## src/rtl/cordic_pkg.sv

```systemverilog
// Shared types and constants for the iterative CORDIC sequencer.
// Angles are Q3.29 signed fixed point: 1.0 rad == 2^29 LSB.
package cordic_pkg;

    // Datapath and shift-amount widths. The stage takes the direction
    // from bit 31, so the datapath is fixed at 32 bits.
    localparam int DATA_W  = 32;
    localparam int SHIFT_W = 5;

    // Q3.29 scale: number of fractional bits and the value of 1.0.
    localparam int          Q_FRAC = 29;
    localparam logic [31:0] Q_ONE  = 32'h2000_0000;

    // Sequencer states.
    typedef enum logic [1:0] {
        IDLE = 2'd0,
        RUN  = 2'd1,
        DONE = 2'd2
    } state_t;

    // Mode encoding as seen by the stage.
    localparam logic MODE_HYP  = 1'b0;
    localparam logic MODE_CIRC = 1'b1;

    // Hyperbolic shifts that must be issued twice for convergence.
    localparam logic [SHIFT_W-1:0] HYP_REPEAT_A = 5'd4;
    localparam logic [SHIFT_W-1:0] HYP_REPEAT_B = 5'd13;

    // round(atan(2^-s) * 2^29), s = 0..31.
    localparam logic [31:0] ATAN_TABLE [0:31] = '{
        32'd421657428, 32'd248918915, 32'd131521918, 32'd66762579,
        32'd33510843,  32'd16771758,  32'd8387925,   32'd4194219,
        32'd2097141,   32'd1048575,   32'd524288,    32'd262144,
        32'd131072,    32'd65536,     32'd32768,     32'd16384,
        32'd8192,      32'd4096,      32'd2048,      32'd1024,
        32'd512,       32'd256,       32'd128,       32'd64,
        32'd32,        32'd16,        32'd8,         32'd4,
        32'd2,         32'd1,         32'd0,         32'd0
    };

    // round(atanh(2^-s) * 2^29), s = 0..31. s = 0 is unreachable (atanh(1)
    // is infinite) and holds 0.
    localparam logic [31:0] ATANH_TABLE [0:31] = '{
        32'd0,         32'd294906491, 32'd137123709, 32'd67461703,
        32'd33598225,  32'd16782681,  32'd8389291,   32'd4194389,
        32'd2097163,   32'd1048577,   32'd524288,    32'd262144,
        32'd131072,    32'd65536,     32'd32768,     32'd16384,
        32'd8192,      32'd4096,      32'd2048,      32'd1024,
        32'd512,       32'd256,       32'd128,       32'd64,
        32'd32,        32'd16,        32'd8,         32'd4,
        32'd2,         32'd1,         32'd1,         32'd0
    };

    // First shift of a job: circular starts at 2^0, hyperbolic at 2^-1.
    function automatic logic [SHIFT_W-1:0] first_shift(input logic mode);
        return (mode == MODE_CIRC) ? 5'd0 : 5'd1;
    endfunction

endpackage

```

## src/rtl/cordic_angle_lut.sv

```systemverilog
// Combinational angle ROM: (mode, shift) -> elementary rotation angle in Q3.29.
module cordic_angle_lut
    import cordic_pkg::*;
(
    input  logic               i_mode,
    input  logic [SHIFT_W-1:0] i_shift,
    output logic [DATA_W-1:0]  o_angle
);

    // Select the circular or hyperbolic table entry for the current shift.
    always_comb begin
        o_angle = '0;
        if (i_mode == MODE_CIRC) begin
            o_angle = ATAN_TABLE[i_shift];
        end else begin
            o_angle = ATANH_TABLE[i_shift];
        end
    end

endmodule

```

## src/rtl/cordic_iter_ctrl.sv

```systemverilog
// Iterative CORDIC sequencer (rotation mode). Owns the working registers
// around a single external combinational stage, steps the shift amount
// (with hyperbolic repeats at 4 and 13) and returns the final vector.
//
// Handshakes: a transfer happens on a rising edge where valid && ready.
// Input side: o_ready is high only in IDLE; i_valid elsewhere is ignored and
// the offered job stays un-consumed. Output side: o_valid is high only in
// DONE and o_x/o_y/o_z hold until i_ready; o_ready stays low in DONE so an
// accept never coincides with a result transfer.
module cordic_iter_ctrl
    import cordic_pkg::*;
#(
    parameter int p_WIDTH = DATA_W,
    parameter int p_ITER  = 24
)
(
    input  logic               i_clk,
    input  logic               i_rst_n,
    // job input
    input  logic               i_valid,
    output logic               o_ready,
    input  logic [p_WIDTH-1:0] i_x,
    input  logic [p_WIDTH-1:0] i_y,
    input  logic [p_WIDTH-1:0] i_z,
    input  logic               i_mode,
    // result output
    output logic               o_valid,
    input  logic               i_ready,
    output logic [p_WIDTH-1:0] o_x,
    output logic [p_WIDTH-1:0] o_y,
    output logic [p_WIDTH-1:0] o_z,
    // to stage
    output logic [p_WIDTH-1:0] o_xprev,
    output logic [p_WIDTH-1:0] o_yprev,
    output logic [p_WIDTH-1:0] o_zprev,
    output logic               o_dprev,
    output logic               o_mode,
    output logic [p_WIDTH-1:0] o_lut,
    output logic [SHIFT_W-1:0] o_shift_amnt,
    // from stage
    input  logic [p_WIDTH-1:0] i_xnext,
    input  logic [p_WIDTH-1:0] i_ynext,
    input  logic [p_WIDTH-1:0] i_znext,
    input  logic               i_dnext,
    // observability
    output logic [1:0]         o_dbg_state
);

    localparam logic [SHIFT_W-1:0] LP_LAST = SHIFT_W'(p_ITER - 1);
    localparam logic [SHIFT_W-1:0] LP_ONE  = SHIFT_W'(1);

    state_t               r_state;
    state_t               w_next_state;
    logic                 w_load;
    logic                 w_step;
    logic                 w_last;

    logic [p_WIDTH-1:0]   r_x;
    logic [p_WIDTH-1:0]   r_y;
    logic [p_WIDTH-1:0]   r_z;
    logic                 r_dprev;
    logic                 r_mode;
    logic [SHIFT_W-1:0]   r_shift;
    logic [SHIFT_W-1:0]   r_iter;
    logic                 r_rep_a;
    logic                 r_rep_b;
    logic [p_WIDTH-1:0]   r_out_x;
    logic [p_WIDTH-1:0]   r_out_y;
    logic [p_WIDTH-1:0]   r_out_z;

    logic [SHIFT_W-1:0]   w_shift_next;
    logic                 w_rep_a_next;
    logic                 w_rep_b_next;
    logic [DATA_W-1:0]    w_angle;

    // State register.
    always_ff @(posedge i_clk or negedge i_rst_n) begin
        if (!i_rst_n) begin
            r_state <= IDLE;
        end else begin
            r_state <= w_next_state;
        end
    end

    // Next-state logic and handshake outputs.
    always_comb begin
        w_next_state = r_state;
        w_load       = 1'b0;
        w_step       = 1'b0;
        w_last       = 1'b0;
        o_ready      = 1'b0;
        o_valid      = 1'b0;
        case (r_state)
            IDLE: begin
                o_ready = 1'b1;
                if (i_valid) begin
                    w_load       = 1'b1;
                    w_next_state = RUN;
                end
            end
            RUN: begin
                w_step = 1'b1;
                if (r_iter == LP_LAST) begin
                    w_last       = 1'b1;
                    w_next_state = DONE;
                end
            end
            DONE: begin
                o_valid = 1'b1;
                if (i_ready) begin
                    w_next_state = IDLE;
                end
            end
            default: begin
                w_next_state = IDLE;
            end
        endcase
    end

    // Shift advance: +1 per iteration; hyperbolic 4 and 13 are issued twice,
    // the first issue only arming the repeat flag.
    always_comb begin
        w_shift_next = r_shift + LP_ONE;
        w_rep_a_next = r_rep_a;
        w_rep_b_next = r_rep_b;
        if (r_mode == MODE_HYP) begin
            if ((r_shift == HYP_REPEAT_A) && !r_rep_a) begin
                w_shift_next = r_shift;
                w_rep_a_next = 1'b1;
            end else if ((r_shift == HYP_REPEAT_B) && !r_rep_b) begin
                w_shift_next = r_shift;
                w_rep_b_next = 1'b1;
            end
        end
    end

    // Working registers: load the job in IDLE, capture the stage each RUN cycle.
    always_ff @(posedge i_clk or negedge i_rst_n) begin
        if (!i_rst_n) begin
            r_x     <= '0;
            r_y     <= '0;
            r_z     <= '0;
            r_dprev <= 1'b0;
            r_mode  <= MODE_CIRC;
            r_shift <= '0;
            r_iter  <= '0;
            r_rep_a <= 1'b0;
            r_rep_b <= 1'b0;
        end else if (w_load) begin
            r_x     <= i_x;
            r_y     <= i_y;
            r_z     <= i_z;
            r_dprev <= ~i_z[p_WIDTH-1];
            r_mode  <= i_mode;
            r_shift <= first_shift(i_mode);
            r_iter  <= '0;
            r_rep_a <= 1'b0;
            r_rep_b <= 1'b0;
        end else if (w_step) begin
            r_x     <= i_xnext;
            r_y     <= i_ynext;
            r_z     <= i_znext;
            r_dprev <= i_dnext;
            r_shift <= w_shift_next;
            r_iter  <= r_iter + LP_ONE;
            r_rep_a <= w_rep_a_next;
            r_rep_b <= w_rep_b_next;
        end
    end

    // Result registers: captured from the stage on the final iteration and
    // held until the next job finishes.
    always_ff @(posedge i_clk or negedge i_rst_n) begin
        if (!i_rst_n) begin
            r_out_x <= '0;
            r_out_y <= '0;
            r_out_z <= '0;
        end else if (w_last) begin
            r_out_x <= i_xnext;
            r_out_y <= i_ynext;
            r_out_z <= i_znext;
        end
    end

    cordic_angle_lut u_lut (
        .i_mode  (r_mode),
        .i_shift (r_shift),
        .o_angle (w_angle)
    );

    assign o_x          = r_out_x;
    assign o_y          = r_out_y;
    assign o_z          = r_out_z;
    assign o_xprev      = r_x;
    assign o_yprev      = r_y;
    assign o_zprev      = r_z;
    assign o_dprev      = r_dprev;
    assign o_mode       = r_mode;
    assign o_lut        = w_angle;
    assign o_shift_amnt = r_shift;
    assign o_dbg_state  = r_state;

endmodule
```

## config.mk

```make
export PLATFORM = sky130hd
export DESIGN_NAME = cordic_iter_ctrl
export DESIGN_NICKNAME = d
export VERILOG_FILES = /design/src/rtl/cordic_pkg.sv /design/src/rtl/cordic_angle_lut.sv /design/src/rtl/cordic_iter_ctrl.sv
export SDC_FILE = /design/constraint.sdc
export NUM_CORES = 1
export LEC_CHECK = 0
export ABC_AREA = 1
export CORE_MARGIN = 5
export CORE_UTILIZATION = 30
export CTS_CLUSTER_DIAMETER = 30
export CTS_CLUSTER_SIZE = 25
export DETAILED_ROUTE_END_ITERATION = 8
export GPL_TIMING_DRIVEN = 0
export PLACE_DENSITY_LB_ADDON = 0.2
export SKIP_LAST_GASP = 1
export SYNTH_ARGS = -nofsm -noshare
export SYNTH_HDL_FRONTEND = slang
export SYNTH_SLANG_ARGS = --single-unit
```

## constraint.sdc

```tcl
create_clock -name i_clk -period 3.6 [get_ports i_clk]
set_clock_uncertainty 0.2 [all_clocks]
set_input_delay 0.72 -clock i_clk [delete_from_list [all_inputs] [get_ports i_clk]]
set_output_delay 0.72 -clock i_clk [all_outputs]
set_load 0.005 [all_outputs]
```

* After elaboration in Yosys (flattened, before gate mapping)
Memories as Yosys holds them, arrays and structs flattened.
Index checks and enable logic that the tools add are counted.
Widths: inputs -> output; s select.
** Storage, ports and cells
- Bits in registers :: 208
- Bits in read-only memories :: 2048
- Bits of input ports :: 198
- Logic and storage cells :: 85
- Memories :: 2
** Memory list
- (no name shown) :: depth 32, width 32, read ports 1, clocked after Yosys merged registers in 0, wr ports 0, RTL line cordic_angle_lut.sv:14 : o_angle = ATAN_TABLE[i_shift];
- (no name shown) :: depth 32, width 32, read ports 1, clocked after Yosys merged registers in 0, wr ports 0, RTL line cordic_angle_lut.sv:16 : o_angle = ATANH_TABLE[i_shift];
** Operators by class
- Add/sub/neg operators :: 2
- $lt $le $gt $ge :: 1
- Equality and inequality tests :: 12
- Multiplexer cells :: 41
- Bitwise logic cells :: 2
- Reductions and logical operators :: 12
** Operators by type and width (count)
- $mux 32 :: 11
- $mux 5 :: 7
- $mux 1 :: 19
- $add 5x1->5 const B :: 2
- $ne 2x2->1 const B :: 5
- $reduce_and 3->1 :: 3
- $ge 6x6->1 const B :: 1
- $mux 2 :: 3
- $ne 3x3->1 const B :: 2
- $not 5->6 :: 1
- $pmux 2 s3 :: 1
- $reduce_bool 2->1 :: 3
- $eq 5x3->1 const B :: 1
- $eq 5x4->1 const B :: 1
- $eq 5x5->1 const B :: 1
- $reduce_and 4->1 :: 1
- $eq 2x1->1 const B :: 1
- $eq 2x2->1 const B :: 1
- $logic_and 1x1->1 :: 2
- $logic_not 1->1 :: 2
- $logic_not 2->1 :: 1
- $not 1->1 :: 1

* Longest topological paths before layout
Gate-level depths: netlist of run 1.
- Depth in word-level cells :: 7
- Gate-level depth with buffers :: 10
- Gate-level depth less buffers :: 10

* Hierarchy
A second synthesis of run 1 with hierarchy kept.
** Unflattened totals
- Cell total of the unflattened synthesis :: 1151
- Area, all modules :: 9694.3 µm²
** Modules (own cells, without submodules)
- cordic_iter_ctrl :: instances 1, cells an instance 936, area an instance 8619.5 µm², seq. area each 5206.2 µm²
- cordic_angle_lut :: instances 1, cells an instance 215, area an instance 1074.8 µm², seq. area each 0.0 µm²

* Least setup slack after synthesis of run 1
Ideal clock, no wire load.
- Kind :: flip-flop to output port
- Start :: reg r_shift[1], in the netlist o_shift_amnt[1]
- End :: out o_lut[12]
- Arrival :: 1433 ps
- Data required time :: 2680 ps
- Path slack :: 1247 ps
- Stages on the path, launching flop included :: 9
- Cells stage by stage :: dfrtp_1 > inv_1 > ha_1 > nand2_1 > inv_1 > o21ai_0 > nand2_1 > o21ai_0 > nand2_1
** On the way
- Cells in the longest elaborated chain, start to end :: 5
** RTL lines
- start, declared :: RTL line cordic_iter_ctrl.sv:63 : logic [SHIFT_W-1:0] r_shift;
- start signal, assigned :: RTL line cordic_iter_ctrl.sv:155 : r_shift <= first_shift(i_mode);
- start signal, assigned :: RTL line cordic_iter_ctrl.sv:164 : r_shift <= w_shift_next;
- $not 5->6 (not written as such) * :: RTL line cordic_angle_lut.sv:14, cordic_angle_lut.sv:16
- $mem_v2 32x32, on equally long branches
- $mux 32, on equally long branches (2 in a row) :: RTL line cordic_angle_lut.sv:16, cordic_angle_lut.sv:14
- $mux 32 * :: RTL line cordic_angle_lut.sv:13 : if (i_mode == MODE_CIRC) begin
- end, declared :: RTL line cordic_iter_ctrl.sv:38 : output logic [p_WIDTH-1:0] o_lut,
Every way passes the cells marked *; elsewhere a longest branch is shown, timed or not. The select of a mux whose other input is x is not followed.

* Worst setup path in the final report of run 1
- Start :: reg r_shift[4], in the netlist o_shift_amnt[4]
- End :: out o_lut[3]
Same word-level chain as after synthesis.

==> metrics.csv, run 1 <==
metric;value;unit
worstRegToRegCells;10;
num_vias;10300;
async_flop_share;1.00;
yosysMostFrequentCell;nand2_1;
core;33600;um2
areaGrowthSynthToFinish;66.6;%
worst_slew_pin_slew;0.842;ns
antenna_found_initial;4;
drive_gt1_frac;0.164;
violations;hold timing;
synth_area_leaders;dfrtp_1, nand2_1, o211ai_1;
clkTransAtPathRegs;0.05;ns
cp-end-kind;output pin;
synth_ff_type;dfrtp_1;
chipHeight;195;um
hpwl;31300;um
slew_viol_final;0;
die_x;195;um
hold_violations;3;
start_kind;register;
io_buffer_count;429;
critPathKind;reg -> out;
yosys_warnings;0;
synth_top_area_frac;0.507;
status;finished with violations;
syn_area;10200;um2
ios;433;
grt_max_degree;112;
grt_pass1_vias;10600;
num_rows;67;
routed_wl;41900;um
timing.rr.start;o_shift_amnt[0];
vdd_drop_max;0.000521;V
grtUsageTotal;0.210;
register_area;5210;um2
drt-wirelength-per-cell;19.7;um
synthTopCellsByCount;nand2_1, dfrtp_1, inv_1;
multi_input_area;4000;um2
synth_edf_count;0;
r2r_end;o_shift_amnt[1];
drc;0;
syn_inst;1151;
power.total;16.2;mW
cts_tree;built;
grt-ovfl-total;0;
ant_nets;0;
start_util;0.304;
p_leak;7.61;nW
dr.pass1.iters;5;
rrSetupSlack;1.61;ns
fillers;3186;
cts_root_buffer;clkbuf_16;
vias_per_cell;4.82;
relSlewSlack;0.438;
grt_pass1_wl;63300;um
period_share;0.980;
drtIter0Drc;529;
cts_max_path_buffers;3;
avgSynthCellArea;8.87;um2
fin_crit;3.53;ns
maxCapViolCount;0;
cts-buffers-inserted;52;
arrival;2.61;ns
htreeDepth;2;
cp.required;2.68;ns
ys_seq_area_frac;0.510;
routabilityCongestion;0.873;
p_per_area;954;nW/um2
crit_path_max_fanout;10;
rsz0062_at_grt;yes;
fmax;283;MHz
hp-class;in -> async;
nets;1850;
hold_slack;-0.0291;ns
synthDistinctLibCells;31;
synth.largest_area_cell;dfrtp_1;
synth_seq_cells;208;
die_area;37800;um2
clk_latency;0.54;ns
setup_viol;0;
cts_sinks;208;
## how the worst max path moves through the flow
| stage | slack (ns) | endpoint | depth (start not counted) | from |
|---|---|---|---|---|
| 2_1_floorplan | 1.25 | o_lut[12] | 8 | o_shift_amnt[1] |
| 3_3_place_gp | -7.85 | o_z[26] | 1 | i_rst_n |
| 3_5_place_dp | 0.16 | o_lut[12] | 9 | o_shift_amnt[0] |
| 4_1_cts | -0.02 | o_lut[12] | 9 | o_shift_amnt[1] |
| 5_1_grt | -0.01 | o_lut[20] | 8 | o_shift_amnt[0] |
| 6_report | 0.07 | o_lut[3] | 8 | o_shift_amnt[4] |
## layer usage
layer  track usage  wire length [um]  share of wire
met4        0.0716              1320          0.032
met1         0.256             16800           0.40
met2         0.350             20200           0.48
met3        0.0679              3560          0.085
met5             0                45         0.0011
## area by class of cell
| type | count | share of cell area |
|---|---|---|
| inverters | 137 | 0.0305 |
| diodes | 1 | 0.000147 |
| flip-flops and latches | 208 | 0.306 |
| repair buffers | 433 | 0.256 |
| plain buffers | 76 | 0.0321 |
| well taps | 448 | 0.0329 |
| clock buffers | 65 | 0.0848 |
| multi-input cells | 732 | 0.235 |
| clock inverters | 30 | 0.0227 |
## worst max-delay path: stages (launching register included)
cell,delay [ns]
dfrtp_1,0.42
buf_6,0.18
inv_1,0.24
nand2_2,0.23
inv_1,0.20
nand2_1,0.10
o21a_1,0.11
nand3_1,0.09
clkdlybuf4s50_1,0.50
## power breakdown
group / internal [mW] / switching [mW]
Sequential: 3.51 / 0.699
Combinational: 3.81 / 3.43
Clock: 3.38 / 1.41
Total: 10.7 / 5.54
## cells in the final DEF, fill, tap and decap left out, drive strengths merged, types with 18 or more instances in the layout
cell,Yosys,final
clkdlybuf4s50,0,428
nand2,287,287
dfrtp,207,207
inv,137,137
o21ai,137,137
nand3,128,128
o211ai,97,97
buf,70,74
clkbuf,6,72
nor2,36,36
clkinv,0,18
## timing repair
action                                  CTS  global route
setup buffers                             3             0
hold buffers                              0             0
gates resized for setup                   8            14
pin swaps                                 0             1
endpoints found under the setup margin   25            15
## sequential cells by signal, summed over array words and instances (netlist names), 2 cells and up
register,cells
o_x,32
o_xprev,32
o_y,32
o_yprev,32
o_z,32
o_zprev,32
o_shift_amnt,5
r_iter,5
o_dbg_state,2
## through the flow
step                      area (um2)  setup WS [ns]  TNS [ns]  std cells   util
after CTS                      17000        -0.0169   -0.0184       2129  0.505
after global placement         15100          -7.85  -1625.96       2030  0.449
final                          17000         0.0717         0       2130  0.506
after global routing           17000        -0.0117   -0.0273       2130  0.506
after floorplan                10200           1.25         0       1153      -
after detailed placement       15100          0.163         0       2031  0.449
## kinds of logic (layout without fill, tap and decap cells)
group           after synthesis  in the layout  share of synthesized area
flops                       208            208                      0.510
buf+inv                     213            741                      0.104
simple gates                464            464                      0.193
fa+ha+maj                    12             12                     0.0147
compound gates              253            253                      0.178
other cells                   1              4                   0.000367
Power figures use the tool's default switching activity.
==> inputs of run 2 (changes only) <==
- clock period: 3.6 -> 3.4 ns (I/O delays scaled with it)
==> metrics.csv, run 2 (same netlist as run 1, synthesis figures left out) <==
metric;value;unit;change
setup_viol;0;;unchanged
hold_violations;0;;-3
maxCapViolCount;0;;unchanged
grt_pass1_wl;63500;um;+0.28%
num_rows;67;;unchanged
p_sw;5.91;mW;+6.8%
die_x;195;um;unchanged
ios;433;;unchanged
io_buffer_count;429;;unchanged
p_clk_frac;0.293;;-0.002
status;complete, no violations;;
critPathKind;reg -> out;;
vdd_drop_max;0.000552;V;+5.9%
routed-wl-met2;20300;um;+0.58%
grt_max_degree;112;;unchanged
mostFrequentLayoutCell;clkdlybuf4s50_1;;
period_share;0.982;;
internal_power;11.4;mW;+6.6%
vias_per_cell;4.81;;-0.28%
die_area;37800;um2;unchanged
htreeDepth;2;;unchanged
cts_max_path_buffers;3;;unchanged
wl_met3;3580;um;+0.53%
seq_power_share;0.257;;-0.002
start_kind;register;;
ant_nets;0;;unchanged
routabilityCongestion;0.873;;unchanged
design_area;17200;um2;+0.78%
routed_wl;41900;um;+0.10%
fin_crit;3.34;ns;
final_cell_mix;clkdlybuf4s50_1, nand2_1, dfrtp_1;;
num_vias;10300;;+0.14%
cp-end-kind;output pin;;
clk_latency;0.53;ns;about the same
drive_gt1_frac;0.177;;+0.0127
fillers;3187;;+0.031%
cts_sinks;208;;unchanged
netSwitchingFraction;0.341;;about the same
crit_path_max_fanout;10;;unchanged
power.total;17.3;mW;+6.7%
combPwrFrac;0.450;;+0.004
start_util;0.304;;unchanged
drt-wirelength-per-cell;19.6;um;-0.32%
setup-tns-final;0;ns;unchanged
p_per_area;1010;nW/um2;+5.9%
grtUsageTotal;0.210;;+0.000513
slew_viol_final;0;;unchanged
fin_ws;0.0609;ns;-0.0108 ns
m1WireLength;16700;um;-0.18%
arrival;2.46;ns;-0.15 ns
core;33600;um2;unchanged
placed_cell_area;15100;um2;unchanged
p_leak;7.67;nW;+0.90%
grt_pass1_vias;10600;;+0.32%
final_cells;2139;;+0.42%
cts_root_buffer;clkbuf_16;;
nets;1859;;+0.49%
cp.required;2.52;ns;-0.16 ns
worst_slew_pin_slew;0.839;ns;-0.00389 ns
clkTransAtPathRegs;0.05;ns;about the same
cts_tree;built;;
placed_cells;2031;;unchanged
rsz0062_at_grt;yes;;
relSlewSlack;0.441;;+0.00259
fmax;299;MHz;
pre_cts_ws;0.00342;ns;-0.160 ns
hpwl;31300;um;unchanged
chipHeight;195;um;unchanged
dr.pass1.iters;5;;unchanged
areaGrowthSynthToFinish;67.9;%;
drc;0;;unchanged
top_layer;met5;;
hp-class;reg -> reg;;
drtIter0Drc;467;;-12%
antenna_found_initial;4;;unchanged
cts-buffers-inserted;52;;unchanged
hold_slack;0.273;ns;+0.302 ns
utilization;0.510;;+0.00395
grt-ovfl-total;0;;unchanged
[run 2: layer usage]
metal	vias up	GRT usage
li1	4846	-
met1	4939	0.256
met3	79	0.0680
met5	-	0
met4	6	0.0708
met2	409	0.352
[run 2: final cells by class]
cell class,instances,area [um2],area share
buffer,76,552,0.0322
tap,448,561,0.0327
inverter,137,523,0.0305
sequential,208,5210,0.304
timing repair buffer,442,4430,0.258
clock buffer,65,1440,0.0841
multi-input combinational,732,4050,0.236
clock inverter,30,387,0.0225
antenna,1,2.50,0.000146
[run 2: power groups by stage]
stage	Clock (mW)	Sequential (mW)	Combinational, mW
4_1_cts	5.18	4.46	7.81
2_1_floorplan	0	4.49	2.89
3_3_place_gp	0	4.45	7.61
3_5_place_dp	0	4.48	7.59
6_report	5.07	4.45	7.79
5_1_grt	5.29	4.60	8.43
[run 2: path summary, 6_finish.rpt]
path / from / slack (ns) / cells after the start / to
worst max register to register: o_dbg_state[1] / 1.47 / 5 / o_yprev[5]
worst min register to register: o_z[25] / 0.27 / 2 / o_z[25]
min in group asynchronous: i_rst_n / 0.54 / 2 / o_x[29]
worst min-delay path: o_z[25] / 0.27 / 2 / o_z[25]
max in group asynchronous: i_rst_n / 1.41 / 3 / o_z[25]
worst max-delay path: o_shift_amnt[4] / 0.06 / 8 / o_lut[3]
[run 2: critical path, stage by stage, from the launching register on]
cell             delay [ns]
dfrtp_1                0.41
buf_6                  0.21
clkinvlp_4             0.23
nand2_4                0.20
inv_1                  0.13
nand2_1                0.10
o21a_1                 0.11
nand3_1                0.08
clkdlybuf4s50_1        0.45
[run 2: what timing repair did]
item	4_1_cts	5_1_grt
setup endpoints to repair	29	18
pin swaps	3	2
hold buffers	1	0
gates resized for setup	31	21
endpoints found under the hold margin	1	0
cloned	0	0
setup buffers	9	2
